## config.mk

```make
export PLATFORM = sky130hd
export DESIGN_NAME = if_stage_flat
export DESIGN_NICKNAME = d
export VERILOG_FILES = /design/src/rtl/if_stage_if.sv /design/src/rtl/if_stage.sv /design/src/flat_wrapper.sv
export SDC_FILE = /design/constraint.sdc
export NUM_CORES = 1
export LEC_CHECK = 0
export ABC_AREA = 1
export BUFFER_PORTS_ARGS = -buffer_cell sky130_fd_sc_hd__buf_4
export CAP_MARGIN = 0
export CORE_MARGIN = 3
export CORE_UTILIZATION = 25
export CTS_BUF_LIST = sky130_fd_sc_hd__clkbuf_8
export DETAILED_ROUTE_END_ITERATION = 8
export GPL_TIMING_DRIVEN = 0
export REMOVE_ABC_BUFFERS = 1
export SYNTH_ARGS = -nofsm -noshare
export SYNTH_HDL_FRONTEND = slang
export SYNTH_SLANG_ARGS = --single-unit
```

## constraint.sdc

```tcl
create_clock -name clk -period 4.3 [get_ports clk]
set_input_delay 0.43 -clock clk [delete_from_list [all_inputs] [get_ports clk]]
set_output_delay 0.43 -clock clk [all_outputs]
set_load 0.01 [all_outputs]
```

## src/rtl/if_stage_if.sv

```systemverilog
// Bus bundle between the instruction-fetch stage and its neighbours (hazard unit, decode, EX, imem).
// IF_PERF_CNT_EN adds the stall/flush counter outputs.
interface if_stage_if;
  logic        stall;
  logic [1:0]  PCSrc;
  logic [31:0] jr_target;
  logic        branch_taken;
  logic [31:0] branch_target;
  logic [31:0] imem_addr;
  logic [31:0] imem_data;
  logic [31:0] pc;
  logic [31:0] if_id_instr;
  logic [31:0] if_id_pc_plus4;
  logic        if_id_valid;
  logic [5:0]  OpCode;
  logic [5:0]  Funct;
`ifdef IF_PERF_CNT_EN
  logic [31:0] stall_cnt;
  logic [31:0] flush_cnt;
`endif

  modport slave (
    input  stall, PCSrc, jr_target, branch_taken, branch_target, imem_data,
    output imem_addr, pc, if_id_instr, if_id_pc_plus4, if_id_valid, OpCode, Funct
`ifdef IF_PERF_CNT_EN
    , output stall_cnt, flush_cnt
`endif
  );

  modport master (
    output stall, PCSrc, jr_target, branch_taken, branch_target, imem_data,
    input  imem_addr, pc, if_id_instr, if_id_pc_plus4, if_id_valid, OpCode, Funct
`ifdef IF_PERF_CNT_EN
    , input stall_cnt, flush_cnt
`endif
  );
endinterface

```

## src/rtl/if_stage.sv

```systemverilog
// Instruction-fetch stage: PC register, next-PC select and IF/ID pipeline register.
// Optional IF_PERF_CNT_EN adds stall/flush event counters.
module if_stage #(
  parameter logic [31:0] RESET_PC = 32'h0000_0000
) (
  input  logic        clk,
  input  logic        reset,
  if_stage_if.slave   bus
);

  logic [31:0] pc_q, pc_d;
  logic [31:0] instr_q, instr_d;
  logic [31:0] pc4_q, pc4_d;
  logic        valid_q, valid_d;
  logic [31:0] pc_plus4;

  assign pc_plus4 = pc_q + 32'd4;

  // Redirect priority: EX branch beats stall; stall freezes ID so PCSrc is moot.
  always_comb begin
    pc_d    = pc_plus4;
    instr_d = bus.imem_data;
    pc4_d   = pc_plus4;
    valid_d = 1'b1;
    if (bus.branch_taken) begin
      pc_d    = {bus.branch_target[31:2], 2'b00};
      instr_d = '0;
      pc4_d   = '0;
      valid_d = 1'b0;
    end else if (bus.stall) begin
      pc_d    = pc_q;
      instr_d = instr_q;
      pc4_d   = pc4_q;
      valid_d = valid_q;
    end else if (valid_q && bus.PCSrc == 2'b01) begin
      pc_d    = {pc4_q[31:28], instr_q[25:0], 2'b00};
      instr_d = '0;
      pc4_d   = '0;
      valid_d = 1'b0;
    end else if (valid_q && bus.PCSrc == 2'b10) begin
      pc_d    = {bus.jr_target[31:2], 2'b00};
      instr_d = '0;
      pc4_d   = '0;
      valid_d = 1'b0;
    end
  end

  always_ff @(posedge clk) begin
    if (!reset) begin
      pc_q    <= RESET_PC;
      instr_q <= '0;
      pc4_q   <= '0;
      valid_q <= 1'b0;
    end else begin
      pc_q    <= pc_d;
      instr_q <= instr_d;
      pc4_q   <= pc4_d;
      valid_q <= valid_d;
    end
  end

  assign bus.imem_addr      = pc_q;
  assign bus.pc             = pc_q;
  assign bus.if_id_instr    = instr_q;
  assign bus.if_id_pc_plus4 = pc4_q;
  assign bus.if_id_valid    = valid_q;
  assign bus.OpCode         = instr_q[31:26];
  assign bus.Funct          = instr_q[5:0];

`ifdef IF_PERF_CNT_EN
  logic [31:0] stall_cnt_q, flush_cnt_q;
  logic        stall_ev, flush_ev;

  assign stall_ev = bus.stall && !bus.branch_taken;
  assign flush_ev = bus.branch_taken ||
                    (!bus.stall && valid_q && (bus.PCSrc == 2'b01 || bus.PCSrc == 2'b10));

  always_ff @(posedge clk) begin
    if (!reset) begin
      stall_cnt_q <= '0;
      flush_cnt_q <= '0;
    end else begin
      if (stall_ev) stall_cnt_q <= stall_cnt_q + 32'd1;
      if (flush_ev) flush_cnt_q <= flush_cnt_q + 32'd1;
    end
  end

  assign bus.stall_cnt = stall_cnt_q;
  assign bus.flush_cnt = flush_cnt_q;
`endif

endmodule

```

## src/flat_wrapper.sv

```systemverilog
// flat-port wrapper written by rule: the top's interface ports become plain ports
module if_stage_flat 
#(
  parameter logic [31:0] RESET_PC = 32'h0000_0000
)
  (clk, reset, bus_stall, bus_PCSrc, bus_jr_target, bus_branch_taken, bus_branch_target, bus_imem_data, bus_imem_addr, bus_pc, bus_if_id_instr, bus_if_id_pc_plus4, bus_if_id_valid, bus_OpCode, bus_Funct);
  if_stage_if bus_i ();
  input  logic clk;
  input  logic reset;
  input wire logic [$bits(bus_i.stall)-1:0] bus_stall;
  input wire logic [$bits(bus_i.PCSrc)-1:0] bus_PCSrc;
  input wire logic [$bits(bus_i.jr_target)-1:0] bus_jr_target;
  input wire logic [$bits(bus_i.branch_taken)-1:0] bus_branch_taken;
  input wire logic [$bits(bus_i.branch_target)-1:0] bus_branch_target;
  input wire logic [$bits(bus_i.imem_data)-1:0] bus_imem_data;
  output wire logic [$bits(bus_i.imem_addr)-1:0] bus_imem_addr;
  output wire logic [$bits(bus_i.pc)-1:0] bus_pc;
  output wire logic [$bits(bus_i.if_id_instr)-1:0] bus_if_id_instr;
  output wire logic [$bits(bus_i.if_id_pc_plus4)-1:0] bus_if_id_pc_plus4;
  output wire logic [$bits(bus_i.if_id_valid)-1:0] bus_if_id_valid;
  output wire logic [$bits(bus_i.OpCode)-1:0] bus_OpCode;
  output wire logic [$bits(bus_i.Funct)-1:0] bus_Funct;
  assign bus_i.stall = bus_stall;
  assign bus_i.PCSrc = bus_PCSrc;
  assign bus_i.jr_target = bus_jr_target;
  assign bus_i.branch_taken = bus_branch_taken;
  assign bus_i.branch_target = bus_branch_target;
  assign bus_i.imem_data = bus_imem_data;
  assign bus_imem_addr = bus_i.imem_addr;
  assign bus_pc = bus_i.pc;
  assign bus_if_id_instr = bus_i.if_id_instr;
  assign bus_if_id_pc_plus4 = bus_i.if_id_pc_plus4;
  assign bus_if_id_valid = bus_i.if_id_valid;
  assign bus_OpCode = bus_i.OpCode;
  assign bus_Funct = bus_i.Funct;
  if_stage #(.RESET_PC(RESET_PC)) u_core (.clk(clk), .reset(reset), .bus(bus_i));
endmodule
```

==> summary.md, run 1 <==
| Metric | Value |
|---|---|
| Ranking of synthesized cells by area | `dfxtp_1 (34%), nand2_1 (17%), a21oi_1 (7.6%)` |
| CP bufs+invs | `2` |
| CTS tree | `yes` |
| Antenna Violating Nets Remaining | `0` |
| Post-DP Area | `7240 um^2` |
| Synth top area share | `33.8%` |
| Layout Nets | `1,161` |
| Achievable Freq | `0.306 GHz` |
| Clk_skew | `0.0172 ns` |
| Total die area | `24,300 um^2` |
| Reg2reg start | `u_core.bus.if_id_valid` |
| Die width | `156 um` |
| Synthesized area per cell | `6.28 um^2` |
| Hpwl dp | `14.9 mm` |
| Mapped cell area | `5630 um^2` |
| Share of cells above drive strength 1 | `26.5%` |
| Critical path, cell by cell | `inv_1 -> nor2_1 -> nand2_2 -> nand2_1 -> nor2_4 -> buf_12 -> nand3_1 -> a21oi_1` |
| Worst slew margin | `16.7%` |
| Hold Crit Class | `in -> reg` |
| DRT iter0 DRCs | `384` |
| Critical path class | `reg -> reg` |
| Diodes inserted | `0` |
| Slew Limit Fails | `0` |
| Critical Path Max Stage Delay | `0.84 ns` |
| RSZ-0062 raised after global routing | `false` |
| Mapped Cells | `896` |
| CP max FO | `60` |
| Area leader, netlist | `dfxtp_1` |
| H-tree depth | `3` |
| Ports | `243` |
| # DRC | `0` |
| Worst Path Required | `4.60 ns` |
| CTS max path bufs | `2` |
| Final worst path period share | `76.1%` |
| Worst hold start | `bus_imem_data[31]` |
| Pwr dens | `265 nW/um^2` |
| Final setup viols | `0` |
| RePlAce Congestion | `0.794` |
| Peak supply drop | `0.000188 V` |
| Vias in the first global route | `5,750` |
| Syn. warnings | `0` |
| CP Launch Type | `flop` |
| Outcome | `complete, no violations` |
| Via Count | `6,107` |
| Largest net degree at the start of global routing | `67` |
| CTS Root Cell | `clkbuf_8` |
| Core area | `22,000 um^2` |
| Final WL | `21.4 mm` |
| Area Growth Syn to Fin | `32.2%` |
| GRT Total Usage | `17.1%` |
| Commonest non-fill, non-tap cell in the layout | `nand2_1` |
| Fin. Hold Viols | `0` |
| Worst R2R Path Depth | `8` |
| Post-synthesis register bit count | `95` |
| Most frequent cells in the layout | `nand2_1 (257), buf_4 (238), nor2_1 (109)` |
| Finished Cell Area | `7440 um^2` |
| Hold path cells | `3` |
| Clock-pin slew on the worst setup and hold paths | `0.11 ns` |
| Slowest CP cell | `nand2_2` |
| Sink Count | `95` |
| Critical path arrival | `3.57 ns` |
| Reg2Reg Capture Point | `u_core.bus.if_id_pc_plus4[17]` |
| Initial antenna violation count | `0` |
| Rows | `54` |
| Via density | `4.55` |
| TritonCTS Buffers | `9` |
| # fillers | `2,479` |
| Clock Latency Late Sink | `0.38 ns` |
| Worst-margin pin slew | `1.25 ns` |
| Cts hold-fix bufs | `0` |
| Hold Path Sink | `u_core.bus.if_id_instr[31]` |
| CP endpoint kind | `flop` |
| Crit path time final | `3.27 ns` |
| Total of max-cap violations | `0` |
| First-pass GRT wire length | `32.5 mm` |
| # Post-CTS Setup Buffers | `0` |
| Die height | `156 um` |
| Sequential-to-total area share from yosys stat | `33.8%` |
| Post_cts resized | `0` |
| CP delay by family, top | `simple AND/OR/NAND/NOR gates` |
| Buffers on Ports | `238` |
| Slack of the worst reg-to-reg path | `1.03 ns` |
| Drt wl/cell | `15.9 um` |
| Leak | `3.42 nW` |
| Netlist cell types | `32` |
| Setup TNS | `0 ns` |
| Starting Density | `25.6%` |
| Overflow left after global routing | `0` |
| Drt first pass iters | `5` |
## worst max path at each step
stage,end,start,cells after the start
5_1_grt,u_core.bus.if_id_pc_plus4[25],u_core.bus.if_id_valid,8
4_1_cts,u_core.bus.if_id_pc_plus4[17],u_core.bus.if_id_valid,8
6_report,u_core.bus.if_id_pc_plus4[17],u_core.bus.if_id_valid,8
3_3_place_gp,u_core.bus.if_id_pc_plus4[21],bus_PCSrc[1],7
2_1_floorplan,u_core.bus.if_id_pc_plus4[13],u_core.bus.if_id_valid,7
3_5_place_dp,u_core.bus.if_id_pc_plus4[17],bus_PCSrc[1],8
## layer usage
metal / GRT usage [%] / wire length [um] / part of all wire [%]
met1: 22.3 / 9580 / 45
met2: 29.4 / 10300 / 48
met3: 3.41 / 1330 / 6.2
met4: 3.28 / 202 / 0.94
met5: 0 / 0 / 0
## Yosys cell counts
master,instances
nand4_1,9
o21ai_1,1
a31oi_1,3
xor2_1,7
a21oi_2,4
inv_2,2
nor2_4,5
ha_1,1
dlymetal6s2s_1,1
o211ai_1,1
nor2_2,7
buf_4,50
a21oi_1,86
o21ai_0,53
clkbuf_8,1
nand2_2,5
nand3_4,1
nand3_1,61
dfxtp_1,95
clkbuf_1,24
mux2i_1,2
a21o_1,1
buf_6,2
a22o_1,2
o221ai_1,1
buf_2,11
nand2_1,257
nand2_4,1
nand3_2,1
inv_1,89
nor2_1,109
and2_1,3
## metrics by stage
| stage | setup slack (ns) | std cells | hold WS [ns] | total power [W] | util (%) |
|---|---|---|---|---|---|
| after global routing | 0.743 | 1342 | 0.269 | 0.00208 | 33.9 |
| after detailed placement | 0.989 | 1327 | 0.456 | 0.00137 | 33.0 |
| after CTS | 1.01 | 1342 | 0.260 | 0.00202 | 33.9 |
| final | 1.03 | 1342 | 0.290 | 0.00197 | 33.9 |
| after floorplan | 1.93 | 807 | 0.487 | 0.00113 | - |
| after global placement | 0.525 | 1325 | 0.454 | 0.00136 | 32.8 |
## logic make-up (layout without fill, tap and decap cells)
logic type	count (synthesis)	count (layout)	synth area share [%]
XOR/XNOR	7	7	1.09
multiplexers	2	2	0.356
flip-flops	95	95	33.8
adder cells (fa/ha/maj)	1	1	0.222
buffers and inverters	180	346	16.2
AO/OA/AOI/OAI	152	152	14.1
AND/OR/NAND/NOR	459	459	34.2
## layout make-up
cell class | instances | area [um^2] | area share, %
Multi-Input combinational cell | 621 | 2810 | 37.8
Sequential cell | 95 | 1900 | 25.6
Clock buffer | 10 | 138 | 1.85
Timing Repair Buffer | 240 | 1830 | 24.7
Clock inverter | 5 | 58.8 | 0.791
Tap cell | 280 | 350 | 4.71
Inverter | 91 | 342 | 4.59
## flip-flops by register name, indices dropped and copies added (netlist names)
| name | cells |
|---|---|
| u_core.bus.if_id_instr | 32 |
| u_core.bus.if_id_pc_plus4 | 31 |
| u_core.bus.if_id_valid | 1 |
| u_core.bus.imem_addr | 31 |
## tightest hold or removal path, stage by stage
cell     delay, ns
buf_4         0.11
nand2_1       0.05
a21oi_1       0.05
## where the power goes
| part | leakage [nW] | internal, W | total (W) | switching [W] |
|---|---|---|---|---|
| sequential | 0.775 | 0.000912 | 0.000962 | 0.0000495 |
| clock | 0.0944 | 0.000282 | 0.000633 | 0.000351 |
| combinational | 2.56 | 0.000179 | 0.000379 | 0.000200 |
| total | 3.42 | 0.00137 | 0.00197 | 0.000600 |
Power figures use the tool's default switching activity.
==> run 2: changes to the inputs <==
==> constraint.sdc (replaced) <==
create_clock -name clk -period 2.75 [get_ports clk]
set_input_delay 0.275 -clock clk [delete_from_list [all_inputs] [get_ports clk]]
set_output_delay 0.275 -clock clk [all_outputs]
set_load 0.01 [all_outputs]
==> run 2 against run 1 <==
  * Clock-buffer cell count unchanged
  * Utilization up 0.17 points
  * Via count about the same
  * Critical path type unchanged
==> summary.md, run 2 (synthesized netlist as in run 1, its figures left out) <==
| Metric | Value |
|---|---|
| Hold Crit Class | `in -> reg` |
| CP bufs+invs | `1` |
| Clock-pin slew on the worst setup and hold paths | `0.11 ns` |
| Total die area | `24,300 um^2` |
| Worst Path Required | `2.96 ns` |
| CP endpoint kind | `flop` |
| Final setup viols | `0` |
| Diodes inserted | `0` |
| Final WL | `21.6 mm` |
| Die width | `156 um` |
| Ports | `243` |
| Clk_skew | `0.0179 ns` |
| H-tree depth | `3` |
| Worst slew margin | `14.3%` |
| Clock Latency Late Sink | `0.38 ns` |
| Die height | `156 um` |
| Largest net degree at the start of global routing | `68` |
| CP delay by family, top | `simple AND/OR/NAND/NOR gates` |
| Rows | `54` |
| Layout Nets | `1,163` |
| Outcome | `complete, no violations` |
| Hpwl dp | `14.9 mm` |
| Crit path time final | `2.57 ns` |
| Antenna Violating Nets Remaining | `0` |
| Via Count | `6,110` |
| Slowest CP cell | `nand3_4` |
| Finished Cell Area | `7470 um^2` |
| Total of max-cap violations | `0` |
| Pwr Total | `0.00310 W` |
| Fin. Hold Viols | `0` |
| Drt first pass iters | `7` |
| Core area | `22,000 um^2` |
| CTS Root Cell | `clkbuf_8` |
| Critical path class | `reg -> reg` |
| GRT Total Usage | `17.3%` |
| Most frequent cells in the layout | `nand2_1 (257), buf_4 (238), nor2_1 (109)` |
| CP max FO | `51` |
| Peak supply drop | `0.000295 V` |
| RSZ-0062 raised after global routing | `false` |
| Critical Path Max Stage Delay | `0.66 ns` |
| Post-DP Area | `7240 um^2` |
| Critical path arrival | `2.78 ns` |
| Vias in the first global route | `5,796` |
| CTS max path bufs | `2` |
| Placed Cells | `1,327` |
| RePlAce Congestion | `0.794` |
| Drt wl/cell | `16.1 um` |
| Overflow left after global routing | `0` |
| DRT iter0 DRCs | `388` |
| Finished Layout Cells | `1,344` |
| Starting Density | `25.6%` |
| CTS tree | `yes` |
| Pwr dens | `415 nW/um^2` |
| Critical path, cell by cell | `nand3_4 -> nand2_1 -> nor2_4 -> buf_12 -> nand3_1 -> a21oi_1` |
| Via density | `4.55` |
| Slew Limit Fails | `0` |
| Max FFs per register | `32` |
| Share of cells above drive strength 1 | `26.6%` |
| Worst-margin pin slew | `1.28 ns` |
| Final worst path period share | `93.5%` |
| Sink Count | `95` |
| Setup WS post-layout | `0.178 ns` |
| Achievable Freq | `0.389 GHz` |
| Area Growth Syn to Fin | `32.8%` |
| CP Launch Type | `flop` |
| Leak | `3.45 nW` |
| Dpl ws | `-0.515 ns` |
| TritonCTS Buffers | `9` |
| Initial antenna violation count | `0` |
| Buffers on Ports | `238` |
| Post-layout util | `34.0%` |
| First-pass GRT wire length | `32.8 mm` |
| # DRC | `0` |
| Commonest non-fill, non-tap cell in the layout | `nand2_1` |
==> run 2: power breakdown <==
| group | switching [W] | total [W] | internal (W) |
|---|---|---|---|
| Clock | 0.000554 | 0.000995 | 0.000441 |
| Sequential | 0.0000768 | 0.00150 | 0.00143 |
| Combinational | 0.000319 | 0.000601 | 0.000283 |
==> run 2: area by class of cell <==
class | instances | area, um^2
fill | 2480 | 14500
inverter | 91 | 342
clock buffer | 10 | 138
multi-input combinational | 622 | 2830
timing repair buffer | 241 | 1850
clock inverter | 5 | 58.8
sequential | 95 | 1900
tap | 280 | 350
==> run 2: tightest hold or removal path, cell delays in order <==
cell and delay [ns]:
buf_4 0.11, nand2_1 0.05, a21oi_1 0.05
==> run 2: worst paths after layout <==
check	to	cells past startpoint	slack, ns	from
setup / recovery	u_core.bus.if_id_pc_plus4[17]	6	0.18	u_core.bus.if_id_valid
hold / removal	u_core.bus.if_id_instr[21]	3	0.13	bus_imem_data[21]
setup reg to reg	u_core.bus.if_id_pc_plus4[17]	6	0.18	u_core.bus.if_id_valid
hold reg to reg	u_core.bus.if_id_pc_plus4[22]	2	0.47	u_core.bus.if_id_pc_plus4[22]
==> run 2: repair_timing <==
action,4_1_cts,5_1_grt
resized for setup,1,1
setup endpoints to repair,62,14
buffers inserted,1,0
pin swaps,1,0
gates cloned,1,0
hold buffers,0,0
==> run 2: per-layer routing <==
metal  global-route usage [%]  part of all wire (%)  vias up
li1                         -                     -     3108
met1                     22.6                    44     2777
met2                     29.5                    47      212
met3                     3.52                   7.0       13
met4                     3.62                   1.2        0
met5                        0                     0        -
==> run 2: stage by stage <==
stage	hold slack, ns	setup TNS, ns
floorplan	0.366	0
global placement	0.454	-53.44
detailed placement	0.456	-21.52
CTS	0.105	0
global route	0.114	0
finish	0.135	0
==> run 3: changes to the inputs <==
--- a/config.mk
+++ b/config.mk
@@ -12,7 +12,6 @@
 export CORE_UTILIZATION = 25
 export CTS_BUF_LIST = sky130_fd_sc_hd__clkbuf_8
 export DETAILED_ROUTE_END_ITERATION = 8
-export GPL_TIMING_DRIVEN = 0
 export REMOVE_ABC_BUFFERS = 1
 export SYNTH_ARGS = -nofsm -noshare
 export SYNTH_HDL_FRONTEND = slang
==> constraint.sdc (replaced) <==
create_clock -name clk -period 2.2 [get_ports clk]
set_input_delay 0.22 -clock clk [delete_from_list [all_inputs] [get_ports clk]]
set_output_delay 0.22 -clock clk [all_outputs]
set_load 0.01 [all_outputs]
==> run 3 against run 2 <==
  * Sequential power grew 25%
  * Sequential share of layout area shrank 0.46 points
  * Clock power grew 36%
  * Total power grew 29%
  * Setup slack gained 0.14 ns
  * Utilization grew 0.63 points
  * Clock-buffer cell count shrank 1
  * Die area is the same
  * Clock skew shrank 0.0076 ns
  * Critical path type unchanged
  * Largest power group unchanged
==> summary.md, run 3 (synthesized netlist as in run 1, its figures left out) <==
| Metric | Value |
|---|---|
| Outcome | `complete, no violations` |
| Die width | `156 um` |
| CTS tree | `yes` |
| Clk_skew | `0.0103 ns` |
| Hold Crit Class | `in -> reg` |
| Max FFs per register | `32` |
| Post_cts resized | `0` |
| Drt first pass iters | `5` |
| Worst slew margin | `59.8%` |
| Clock-pin slew on the worst setup and hold paths | `0.11 ns` |
| Post-layout util | `34.7%` |
| RSZ-0062 raised after global routing | `false` |
| Hold Path Sink | `u_core.bus.if_id_instr[0]` |
| DRT iter0 DRCs | `432` |
| Most frequent cells in the layout | `nand2_1 (257), buf_4 (251), nor2_1 (109)` |
| Switching share of power | `30.1%` |
| GRT Total Usage | `17.2%` |
| Slew Limit Fails | `0` |
| Hpwl dp | `15.9 mm` |
| CTS Root Cell | `clkbuf_8` |
| First-pass GRT wire length | `32.5 mm` |
| Final worst path period share | `85.4%` |
| Via density | `4.54` |
| Critical Path Max Stage Delay | `0.46 ns` |
| CP delay by family, top | `simple AND/OR/NAND/NOR gates` |
| Die height | `156 um` |
| Drt wl/cell | `15.9 um` |
| Peak supply drop | `0.000250 V` |
| CP dominant cell by count | `nand2_1` |
| Starting Density | `25.6%` |
| CTS max path bufs | `2` |
| Cts hold-fix bufs | `0` |
| Worst-margin pin slew | `0.604 ns` |
| Antenna Violating Nets Remaining | `0` |
| CP Launch Type | `flop` |
| Commonest non-fill, non-tap cell in the layout | `nand2_1` |
| Reg2reg start | `u_core.bus.imem_addr[2]` |
| Via Count | `6,164` |
| Diodes inserted | `0` |
| CP endpoint kind | `flop` |
| Buffers on Ports | `238` |
| Worst R2R Path Depth | `11` |
| Core area | `22,000 um^2` |
| H-tree depth | `3` |
| Critical path arrival | `2.18 ns` |
| Share of cells above drive strength 1 | `27.6%` |
| Worst Path Required | `2.51 ns` |
| Sink Count | `95` |
| CP bufs+invs | `0` |
| Pwr dens | `526 nW/um^2` |
| # Post-CTS Setup Buffers | `0` |
| TritonCTS Buffers | `9` |
| Achievable Freq | `0.533 GHz` |
| Vias in the first global route | `5,788` |
| Internal power | `0.00280 W` |
| Largest net degree at the start of global routing | `51` |
| Layout Nets | `1,177` |
| Overflow left after global routing | `0` |
| Initial antenna violation count | `0` |
| Leak | `3.52 nW` |
| Final setup viols | `0` |
| Total die area | `24,300 um^2` |
| Fin. Hold Viols | `0` |
| Clock Latency Late Sink | `0.38 ns` |
| Final WL | `21.5 mm` |
| Hold_ws | `0.0777 ns` |
| Critical path, cell by cell | `ha_1 -> nand2_1 -> nor2_2 -> nand2_2 -> nor2_1 -> nand2_1 -> nand2_1 -> nand3_1 -> nand2_1 -> nand2_1 -> a21oi_1` |
| Crit path time final | `1.88 ns` |
| Clock power share | `33.7%` |
| Flop pwr share | `46.8%` |
| # DRC | `0` |
| Psw | `0.00120 W` |
| RePlAce Congestion | `0.826` |
| Worst hold start | `bus_imem_data[0]` |
| CP max FO | `7` |
| Combinational share of power | `19.5%` |
| Total of max-cap violations | `0` |
| Rows | `54` |
| Pwr Total | `0.00400 W` |
| Hold path cells | `3` |
| Ports | `243` |
| Slack of the worst reg-to-reg path | `0.32 ns` |
| Critical path class | `reg -> reg` |
| Area Growth Syn to Fin | `35.3%` |
| Reg2Reg Capture Point | `u_core.bus.imem_addr[22]` |
| Slowest CP cell | `dfxtp_1` |
[run 3: changes by cell type in the layout (fill, tap and decap cells not counted), sizes merged]
| cell | previous run | this run |
|---|---|---|
| buf | 241 | 256 |
| bufinv | 1 | 2 |
| clkbuf | 10 | 9 |
| clkinv | 2 | 1 |
| clkinvlp | 2 | 3 |
| inv | 91 | 92 |
| nor2 | 122 | 121 |
[run 3: worst min-delay path, cell delays in order]
cell and delay (ns):
buf_4 0.10, nand2_1 0.05, a21oi_1 0.05
[run 3: area by class of cell]
type                            count  area [um^2]
Multi-Input combinational cell    621         2810
Tap cell                          280          350
Fill cell                        2418        14300
Clock inverter                      7         96.3
Timing Repair Buffer              256         1980
Inverter                           91          342
Sequential cell                    95         1900
Clock buffer                        9          124
[run 3: stage by stage]
stage | std cells | worst slack (ns) | TNS (ns) | cell area (um^2)
2_1_floorplan | 807 | -0.174 | -8.85 | 5060
3_3_place_gp | 1343 | 0.389 | 0 | 7390
3_5_place_dp | 1343 | 0.345 | 0 | 7390
4_1_cts | 1359 | 0.316 | 0 | 7610
5_1_grt | 1359 | 0.0947 | 0 | 7610
6_report | 1359 | 0.322 | 0 | 7610
[run 3: power by group through the flow]
stage	Sequential [W]	Clock, W	Combinational [W]
6_report	0.00187	0.00135	0.000781
5_1_grt	0.00189	0.00147	0.000866
4_1_cts	0.00187	0.00140	0.000793
3_5_place_dp	0.00191	0	0.000791
3_3_place_gp	0.00191	0	0.000781
2_1_floorplan	0.00194	0	0.000268
[run 3: per-layer routing]
layer  up-vias  routed length (um)  track usage (%)
met2       182               10100             28.8
met1      2831                9870             22.5
met3        17                1280             3.69
li1       3134                   -                -
met4         0                 297             4.08
met5         -                   0                0
[run 3: worst max-delay path by stage]
stage / startpoint / end / cells after the start
after floorplan: u_core.bus.if_id_valid / u_core.bus.if_id_pc_plus4[13] / 7
after global routing: u_core.bus.imem_addr[2] / u_core.bus.imem_addr[22] / 11
final: u_core.bus.imem_addr[2] / u_core.bus.imem_addr[22] / 11
after CTS: u_core.bus.imem_addr[3] / u_core.bus.imem_addr[22] / 11
after detailed placement: u_core.bus.imem_addr[2] / u_core.bus.imem_addr[12] / 10
after global placement: u_core.bus.imem_addr[2] / u_core.bus.imem_addr[12] / 10
